$ cat src/rtl/debounce_meas_ctrl.sv
// debounce_meas_ctrl: clears the edge counters, times a tick window, then captures raw/debounced/bounce counts behind valid/ready.
module debounce_meas_ctrl #(
  parameter int CNT_W = 8,
  parameter int WIN_W = 16
) (
  input  logic             i_clk,
  input  logic             i_rst_n,
  input  logic             i_start,
  input  logic             i_abort,
  input  logic [WIN_W-1:0] i_win_len,
  input  logic             i_tick,
  input  logic [CNT_W-1:0] i_lvl_count,
  input  logic [CNT_W-1:0] i_lvl_db_count,
  output logic             o_clr,
  output logic             o_busy,
  output logic             o_valid,
  input  logic             i_ready,
  output logic [CNT_W-1:0] o_raw_count,
  output logic [CNT_W-1:0] o_db_count,
  output logic [CNT_W-1:0] o_bounce_count,
  output logic             o_sat
);
  typedef enum logic [2:0] {IDLE, CLEAR, SETTLE, WINDOW, CAPTURE, HOLD} state_t;
  localparam logic [CNT_W-1:0] ONES = '1;
  state_t state_q, state_d;
  logic [WIN_W-1:0] win_q;
  logic sticky_q;
  logic accept, tick_en, cap_en;
  always_comb begin
    state_d = state_q;
    case (state_q)
      IDLE:    state_d = i_start ? CLEAR : IDLE;
      CLEAR:   state_d = SETTLE;
      SETTLE:  state_d = WINDOW;
      WINDOW:  state_d = (i_tick && win_q == WIN_W'(1)) ? CAPTURE : WINDOW;
      CAPTURE: state_d = HOLD;
      HOLD:    state_d = i_ready ? IDLE : HOLD;
      default: state_d = IDLE;
    endcase
    if (i_abort) state_d = IDLE;
  end
  assign accept  = state_q == IDLE && state_d == CLEAR;
  assign tick_en = state_q == WINDOW && i_tick && !i_abort;
  assign cap_en  = state_q == CAPTURE && !i_abort;
  always_ff @(posedge i_clk or negedge i_rst_n) begin
    if (!i_rst_n) begin
      state_q        <= IDLE;
      win_q          <= '0;
      sticky_q       <= 1'b0;
      o_raw_count    <= '0;
      o_db_count     <= '0;
      o_bounce_count <= '0;
      o_sat          <= 1'b0;
    end else begin
      state_q  <= state_d;
      win_q    <= accept ? ((i_win_len == '0) ? WIN_W'(1) : i_win_len) : tick_en ? win_q - 1'b1 : win_q;
      sticky_q <= (state_q == CLEAR) ? 1'b0 : (state_q == WINDOW && i_lvl_count == ONES) ? 1'b1 : sticky_q;
      // Results move only on a non-aborted capture so an abort leaves the last measurement visible
      if (cap_en) begin
        o_raw_count    <= i_lvl_count;
        o_db_count     <= i_lvl_db_count;
        o_bounce_count <= (i_lvl_count >= i_lvl_db_count) ? i_lvl_count - i_lvl_db_count : '0;
        o_sat          <= sticky_q || i_lvl_count == ONES;
      end
    end
  end
  assign o_clr   = state_q == CLEAR;
  assign o_busy  = state_q != IDLE;
  assign o_valid = state_q == HOLD;
endmodule

$ cat config.mk
export PLATFORM = sky130hd
export DESIGN_NAME = debounce_meas_ctrl
export DESIGN_NICKNAME = d
export VERILOG_FILES = /design/src/rtl/debounce_meas_ctrl.sv
export SDC_FILE = /design/constraint.sdc
export NUM_CORES = 1
export LEC_CHECK = 0
export CAP_MARGIN = 20
export CORE_UTILIZATION = 35
export CTS_CLUSTER_DIAMETER = 60
export CTS_CLUSTER_SIZE = 24
export DETAILED_ROUTE_END_ITERATION = 8
export HOLD_SLACK_MARGIN = 0.05
export PLACE_DENSITY = 0.65
export SETUP_SLACK_MARGIN = 0.15
export SKIP_CTS_REPAIR_TIMING = 1
export SLEW_MARGIN = 0
export SYNTH_ARGS = -nofsm -noshare
export SYNTH_HDL_FRONTEND = slang
export SYNTH_SLANG_ARGS = --single-unit
$ cat constraint.sdc
create_clock -name i_clk -period 5.7 [get_ports i_clk]
set_input_delay 1.14 -clock i_clk [delete_from_list [all_inputs] [get_ports i_clk]]
set_output_delay 1.14 -clock i_clk [all_outputs]
set_load 0.1 [all_outputs]
; ---- Word-level counts from Yosys, hierarchy flattened
; Index checks and enable logic that the tools add are counted.
[totals]
regBits = 45
in_bits = 38
word_cells = 42
out_inout_bits = 28
[classes]
addsub = 2
n_lt_le_gt_ge = 1
n_eq_ne = 8
n_mux = 11
reduce_logical = 13
[ops]
columns = cell, count
row1 = two-way mux 16 bit, 3
row2 = one-hot mux 3 bit (6 select lines), 1
row3 = "equality test 16 x 1 -> 1 bit, second input constant", 1
row4 = zero test 16 bit, 1
row5 = "subtractor 16 x 1 -> 16 bit, second input constant", 1
row6 = two-way mux 3 bit, 3
row7 = "equality test 8 bit, second input constant", 1
row8 = greater-or-equal comparator 8 bit, 1
row9 = two-way mux 8 bit, 1
row10 = subtractor 8 bit, 1
row11 = "equality test 3 x 1 -> 1 bit, second input constant", 2
row12 = "equality test 3 x 2 -> 1 bit, second input constant", 2
row13 = "equality test 3 bit, second input constant", 2
row14 = logical AND 1 bit, 6
row15 = nonzero test 2 bit, 2
row16 = zero test 3 bit, 1
row17 = two-way mux 1 bit, 3
row18 = nonzero test 3 bit, 1
row19 = zero test 1 bit, 1
row20 = logical OR 1 bit, 1

; ---- Depth between registers and ports, before layout
; Gate-level depths: netlist of run 1.
[depth]
depth_word = 8
mapped_depth = 9
depth_no_buf = 9

; ---- Least setup slack after synthesis of run 1
; Ideal clock, no wire load.
[synth_path]
kind = register to output
start = register state_q[1]
end = output port o_clr
path_buffers = 1
path_stages_with_launch = 3
t_arrival_ps = 2649
path_slack_ps = 1911
required_ps = 4560
path_cell_list = dfrtp_1 -> clkbuf_1 -> nor3_1
[synth_between]
elab_chain_cells = 1
[synth_lines]
columns = item, line_no
row1 = "start, declared", 25  ; state_t state_q, state_d;
row2 = "start signal, assigned", 55  ; state_q <= state_d;
row3 = equality test 3 x 1 -> 1 bit, 67  ; assign o_clr = state_q == CLEAR;
row4 = "end, declared", 14  ; output logic o_clr,
; Every way passes these cells.

; ---- Worst setup path in the final report of run 1
[layout_path]
start = register state_q[0]
end = output port o_clr
; The elaborated chain is that of the path after synthesis.

==> impl_metrics.ini, run 1 <==
[min_path]
hold_class = reg -> reg

[routing]
wl_per_cell_um = 13.9
num_vias = 2192
vias_per_cell = 4.98
wl_met3_um = 339
met2_length_um = 2830
dr.pass1.iters = 4
drt-total-wl_um = 6110
wl_met1_um = 2860
drc_errors = 0
drtIter0Drc = 114
maxUsedRoutingLayer = met4
drtAntennaViolNets = 0

[sta]
setup_tns_ns = 0
drv_slew = 0
maxSlewHeadroom_pct = 31.6
setup_viol = 0
layout_worst_path_cycle_share_pct = 60.6
tightest_slew_ns = 1.02
whs_ns = 0.483
finClkSkew_ns = 0.00736
layout_min_cycle_time_ns = 3.46
rsz0062_at_grt = false
hold_viol = 0
fmax_mhz = 289

[logic_synthesis]
syn_area_sq_mm = 0.00249
postSynthAreaPerCell_sq_um = 8.88
synthTopCellsByCount = nand2_1, dfrtp_1, nor2_1
synth_edf_count = 0
synth_cells = 280
yosysTopAreaCell = dfrtp_1
yosys-top-cells-area = dfrtp_1, nand2_1, ha_1
ys_seq_area_share_pct = 45.3
yosysMostFrequentCell = nand2_1
async_flop_share_pct = 100
synth_top_area_share_pct = 45.3
yosysWarnings = 0
ys_seq_elements = 45
synth_flop_cell = dfrtp_1
ys_types = 44
syn_nets = 329

[layout]
area_growth_pct = 33.2
finalNetCount = 392
drive_gt1_share_pct = 5.23
diodes = 0
fill_cells = 701

[global_route]
grt_pass1_vias = 2148
grt_max_degree = 46
antenna_found_initial = 0
grt_overflow = 0
grt_pass1_wl_um = 10000
grt_usage_pct = 17.1

[clocking]
clk-insertion-delay-late_ns = 0.29
cts_root_buf = clkbuf_8
cts_buffer_depth = 2
htreeDepth = 2
clock-sinks = 45
cts_tree = yes
cts_made_buffers = 5
clkTransAtPathRegs_ns = 0.08

[placement]
port_buffers = 65
dpl.hpwl_um = 4530
gp_congestion = 0.904

[die]
die_w_um = 86.3
die_h_um = 86.3
ioPinCount = 66
num_rows = 30
dieArea_sq_mm = 0.00745
initial_core_util_pct = 36.4
core-area_sq_mm = 0.00683

[critical_path]
crit_fanout = 8
end_kind = output port
crit_type = reg -> out
worstPathArrival_ns = 2.32
crit_required_ns = 4.56
worstSetupStartpointType = register

[power_and_ir_drop]
pwr_density_cell_mw_per_mm2 = 262
peakVddDrop_mv = 0.108
cellLeakagePower_uw = 0.00142

[run_status]
status = finished, final reports clean

[job]
cap_viol_max_count = 0
==> power breakdown <==
part / total [uW] / internal [uW] / switching, uW / leakage, uW
Clock: 188 / 85.1 / 103 / 0.0000450
Combinational: 288 / 100 / 188 / 0.000800
Sequential: 394 / 359 / 34.4 / 0.000572
Total: 870 / 545 / 325 / 0.00142
==> routing by layer <==
layer  GRT usage, %  vias to the layer above
li1               -                     1103
met1           21.9                     1026
met2           28.8                       55
met3           4.48                        8
met4           4.70                        0
met5              0                        -
==> worst paths after layout <==
kind                               startpoint       endpoint  slack, ns  depth (start not counted)
worst max-delay path               state_q[0]          o_clr       2.24                          3
worst min-delay path            o_db_count[5]  o_db_count[5]       0.48                          2
worst max register to register     state_q[1]       win_q[8]       3.46                          5
worst min register to register  o_db_count[5]  o_db_count[5]       0.48                          2
max in group asynchronous             i_rst_n  o_db_count[3]       4.44                          2
min in group asynchronous             i_rst_n     state_q[0]       0.77                          1
==> critical path, cell delays in order, from the launching register on <==
cell and delay, ns:
dfrtp_1 0.47, inv_1 0.12, nor3_1 0.26, clkdlybuf4s50_1 1.18
==> registers in the layout (all words and copies together), names as in the netlist <==
| name | cells |
|---|---|
| o_sat | 1 |
| sticky_q | 1 |
| o_raw_count | 8 |
| o_db_count | 8 |
| win_q | 16 |
| o_bounce_count | 8 |
| state_q | 3 |
==> through the flow <==
step,utilization [%],setup slack (ns),cell area [sq um],std cells,total power (uW)
finish,48.5,2.24,3310,440,870
global route,48.5,2.12,3310,440,920
CTS,48.2,2.23,3290,439,879
detailed placement,47.0,2.12,3210,431,687
global placement,47.0,2.15,3210,431,683
floorplan,-,1.91,2490,280,594
==> cell type report <==
| type | instances | area, sq um | area share, % |
|---|---|---|---|
| multi-input cells | 207 | 1250 | 37.7 |
| clock inverters | 2 | 10.0 | 0.302 |
| well taps | 96 | 120 | 3.62 |
| flip-flops and latches | 45 | 1130 | 34.0 |
| repair buffers | 67 | 673 | 20.3 |
| inverters | 17 | 63.8 | 1.93 |
| clock buffers | 6 | 72.6 | 2.19 |
==> cell families (layout without fill, tap and decap cells) <==
logic type | after synthesis | in the layout | share of synthesized area (%)
adders and majority gates | 11 | 11 | 5.84
DFF | 45 | 45 | 45.3
AOI/OAI and AO/OA | 60 | 60 | 14.7
muxes | 2 | 2 | 0.855
and+or+nand+nor | 119 | 119 | 23.5
buffers and inverters | 28 | 92 | 4.53
xor gates and xnor gates | 15 | 15 | 5.28
==> placed cells by master, fill, tap and decap left out, types with 7 or more instances in the layout <==
| master | count |
|---|---|
| ha_1 | 10 |
| xnor2_1 | 11 |
| a21oi_1 | 18 |
| nor3_1 | 7 |
| nor2_1 | 25 |
| dfrtp_1 | 45 |
| o21ai_0 | 17 |
| clkdlybuf4s50_1 | 64 |
| nand2_1 | 48 |
| inv_1 | 17 |
Note: power is estimated with default switching activity, not from simulation.
==> inputs of run 2 (changes only) <==
--- a/config.mk
+++ b/config.mk
@@ -11,7 +11,7 @@
 export CTS_CLUSTER_SIZE = 24
 export DETAILED_ROUTE_END_ITERATION = 8
 export HOLD_SLACK_MARGIN = 0.05
-export PLACE_DENSITY = 0.65
+export PLACE_DENSITY = 0.67
 export SETUP_SLACK_MARGIN = 0.15
 export SKIP_CTS_REPAIR_TIMING = 1
 export SLEW_MARGIN = 0
==> constraint.sdc (replaced) <==
create_clock -name i_clk -period 3.1 [get_ports i_clk]
set_input_delay 0.62 -clock i_clk [delete_from_list [all_inputs] [get_ports i_clk]]
set_output_delay 0.62 -clock i_clk [all_outputs]
set_load 0.1 [all_outputs]
==> run 2 against run 1 <==
  * Clock-buffer cell count did not move
  * Design area fell by 1.5%
  * Register-to-register slack got worse by 2.6 ns
  * Clock skew rose by 0.00052 ns
  * Worst setup slack got worse by 1.7 ns
  * First-iteration DRC count rose by 7.9%
  * Utilization fell by 0.73 points
  * Routed wire length rose by 2.4%
  * Die area did not move
==> impl_metrics.ini, run 2 (synthesis results as in run 1) <==
[routing]
wl_per_cell_um = 14.1
vias_per_cell = 5.14
drc_errors = 0
drtIter0Drc = 123
num_vias = 2270
drt-total-wl_um = 6250
dr.pass1.iters = 4
drtAntennaViolNets = 0

[die]
num_rows = 30
die_w_um = 86.3
dieArea_sq_mm = 0.00745
core-area_sq_mm = 0.00683
initial_core_util_pct = 36.4
die_h_um = 86.3
ioPinCount = 66

[clocking]
clock-sinks = 45
cts_tree = yes
clk-insertion-delay-late_ns = 0.30
cts_buffer_depth = 2
cts_made_buffers = 5
clkTransAtPathRegs_ns = 0.09
htreeDepth = 2
cts_root_buf = clkbuf_8

[sta]
whs_ns = 0.250
rsz0062_at_grt = false
fmax_mhz = 398
layout_worst_path_cycle_share_pct = 81.1
tightest_slew_ns = 0.688
setup_viol = 0
setup_tns_ns = 0
hold_viol = 0
finClkSkew_ns = 0.00788
maxSlewHeadroom_pct = 54.0
drv_slew = 0
layout_min_cycle_time_ns = 2.51

[layout]
diodes = 0
finalNetCount = 394
fill_cells = 698
largest_reg_flops = 16
final_common_cell = nand2_1
drive_gt1_share_pct = 14.2
area_growth_pct = 31.2
max_flop_register = win_q
layout_common_cells = nand2_1, dfrtp_1, clkdlybuf4s50_1, buf_4, nor2_1

[global_route]
grt_overflow = 0
grt_pass1_vias = 2189
grt_max_degree = 46
antenna_found_initial = 0
grt_pass1_wl_um = 10400
grt_usage_pct = 17.5

[critical_path]
crit_fanout = 7
path_delay_family = buffers and inverters
cp_cell_sequence = clkdlybuf4s50_1 > ha_1 > inv_1 > fa_1 > a211oi_1 > nor2_1 > o21a_1 > a21oi_1 > buf_4 > o31ai_1
worst-path-buf-inv = 3
worstSetupStartpointType = primary input
crit_type = in -> reg
end_kind = register
slowest_stage = clkdlybuf4s50_1
crit_required_ns = 3.27
slowest_delay_ns = 0.49
worstPathArrival_ns = 2.69

[placement]
port_buffers = 65
gp_congestion = 0.922
dpl.hpwl_um = 4620

[power_and_ir_drop]
peakVddDrop_mv = 0.200
cellLeakagePower_uw = 0.00148
pwr_density_cell_mw_per_mm2 = 493

[job]
cap_viol_max_count = 0

[min_path]
hold_class = in -> async

[run_status]
status = finished, final reports clean
==> run 2: cell count changes in the layout (fill, tap and decap cells not counted) <==
cell / previous run / this run
buf_4: 1 / 31
nor3_2: 0 / 1
nor3_1: 7 / 6
clkdlybuf4s50_1: 64 / 36
==> run 2: per-layer routing <==
metal | up-vias | global-route usage (%) | part of all wire (%)
met5 | - | 0 | 0
met4 | 0 | 5.00 | 0.94
met3 | 5 | 4.48 | 7.9
met2 | 79 | 28.9 | 47
met1 | 1078 | 22.8 | 44
li1 | 1108 | - | -
==> run 2: area by class of cell <==
cell class / instances / area, sq um / area share (%)
multi-input combinational: 207 / 1250 / 38.4
clock inverter: 2 / 10.0 / 0.307
sequential: 45 / 1130 / 34.5
tap: 96 / 120 / 3.68
inverter: 17 / 63.8 / 1.95
timing repair buffer: 69 / 618 / 18.9
clock buffer: 6 / 72.6 / 2.22
==> run 2: power by group <==
| part | total, uW | leakage, uW | switching, uW | internal [uW] |
|---|---|---|---|---|
| Combinational | 527 | 0.000860 | 348 | 179 |
| Sequential | 724 | 0.000572 | 63.6 | 660 |
| Clock | 357 | 0.0000450 | 200 | 157 |
==> run 2: path summary, 6_finish.rpt <==
| check | startpoint | end | slack, ns | cells after the start |
|---|---|---|---|---|
| min in group i_clk | o_sat | o_sat | 0.49 | 2 |
| max in group asynchronous | i_rst_n | win_q[7] | 2.35 | 2 |
| setup reg to reg | win_q[2] | state_q[0] | 0.89 | 5 |
| hold / removal | i_rst_n | win_q[11] | 0.25 | 1 |
| setup / recovery | i_lvl_db_count[0] | o_bounce_count[3] | 0.59 | 10 |
| hold reg to reg | o_sat | o_sat | 0.49 | 2 |
==> run 2: stage by stage <==
stage | power (uW) | cells | area [sq um] | utilization (%) | setup slack, ns
global placement | 1250 | 433 | 3160 | 46.3 | 0.330
finish | 1610 | 442 | 3260 | 47.8 | 0.585
CTS | 1620 | 441 | 3240 | 47.5 | 0.604
global route | 1690 | 442 | 3260 | 47.8 | 0.442
floorplan | 1090 | 280 | 2490 | - | 0.529
detailed placement | 1260 | 433 | 3160 | 46.3 | 0.286
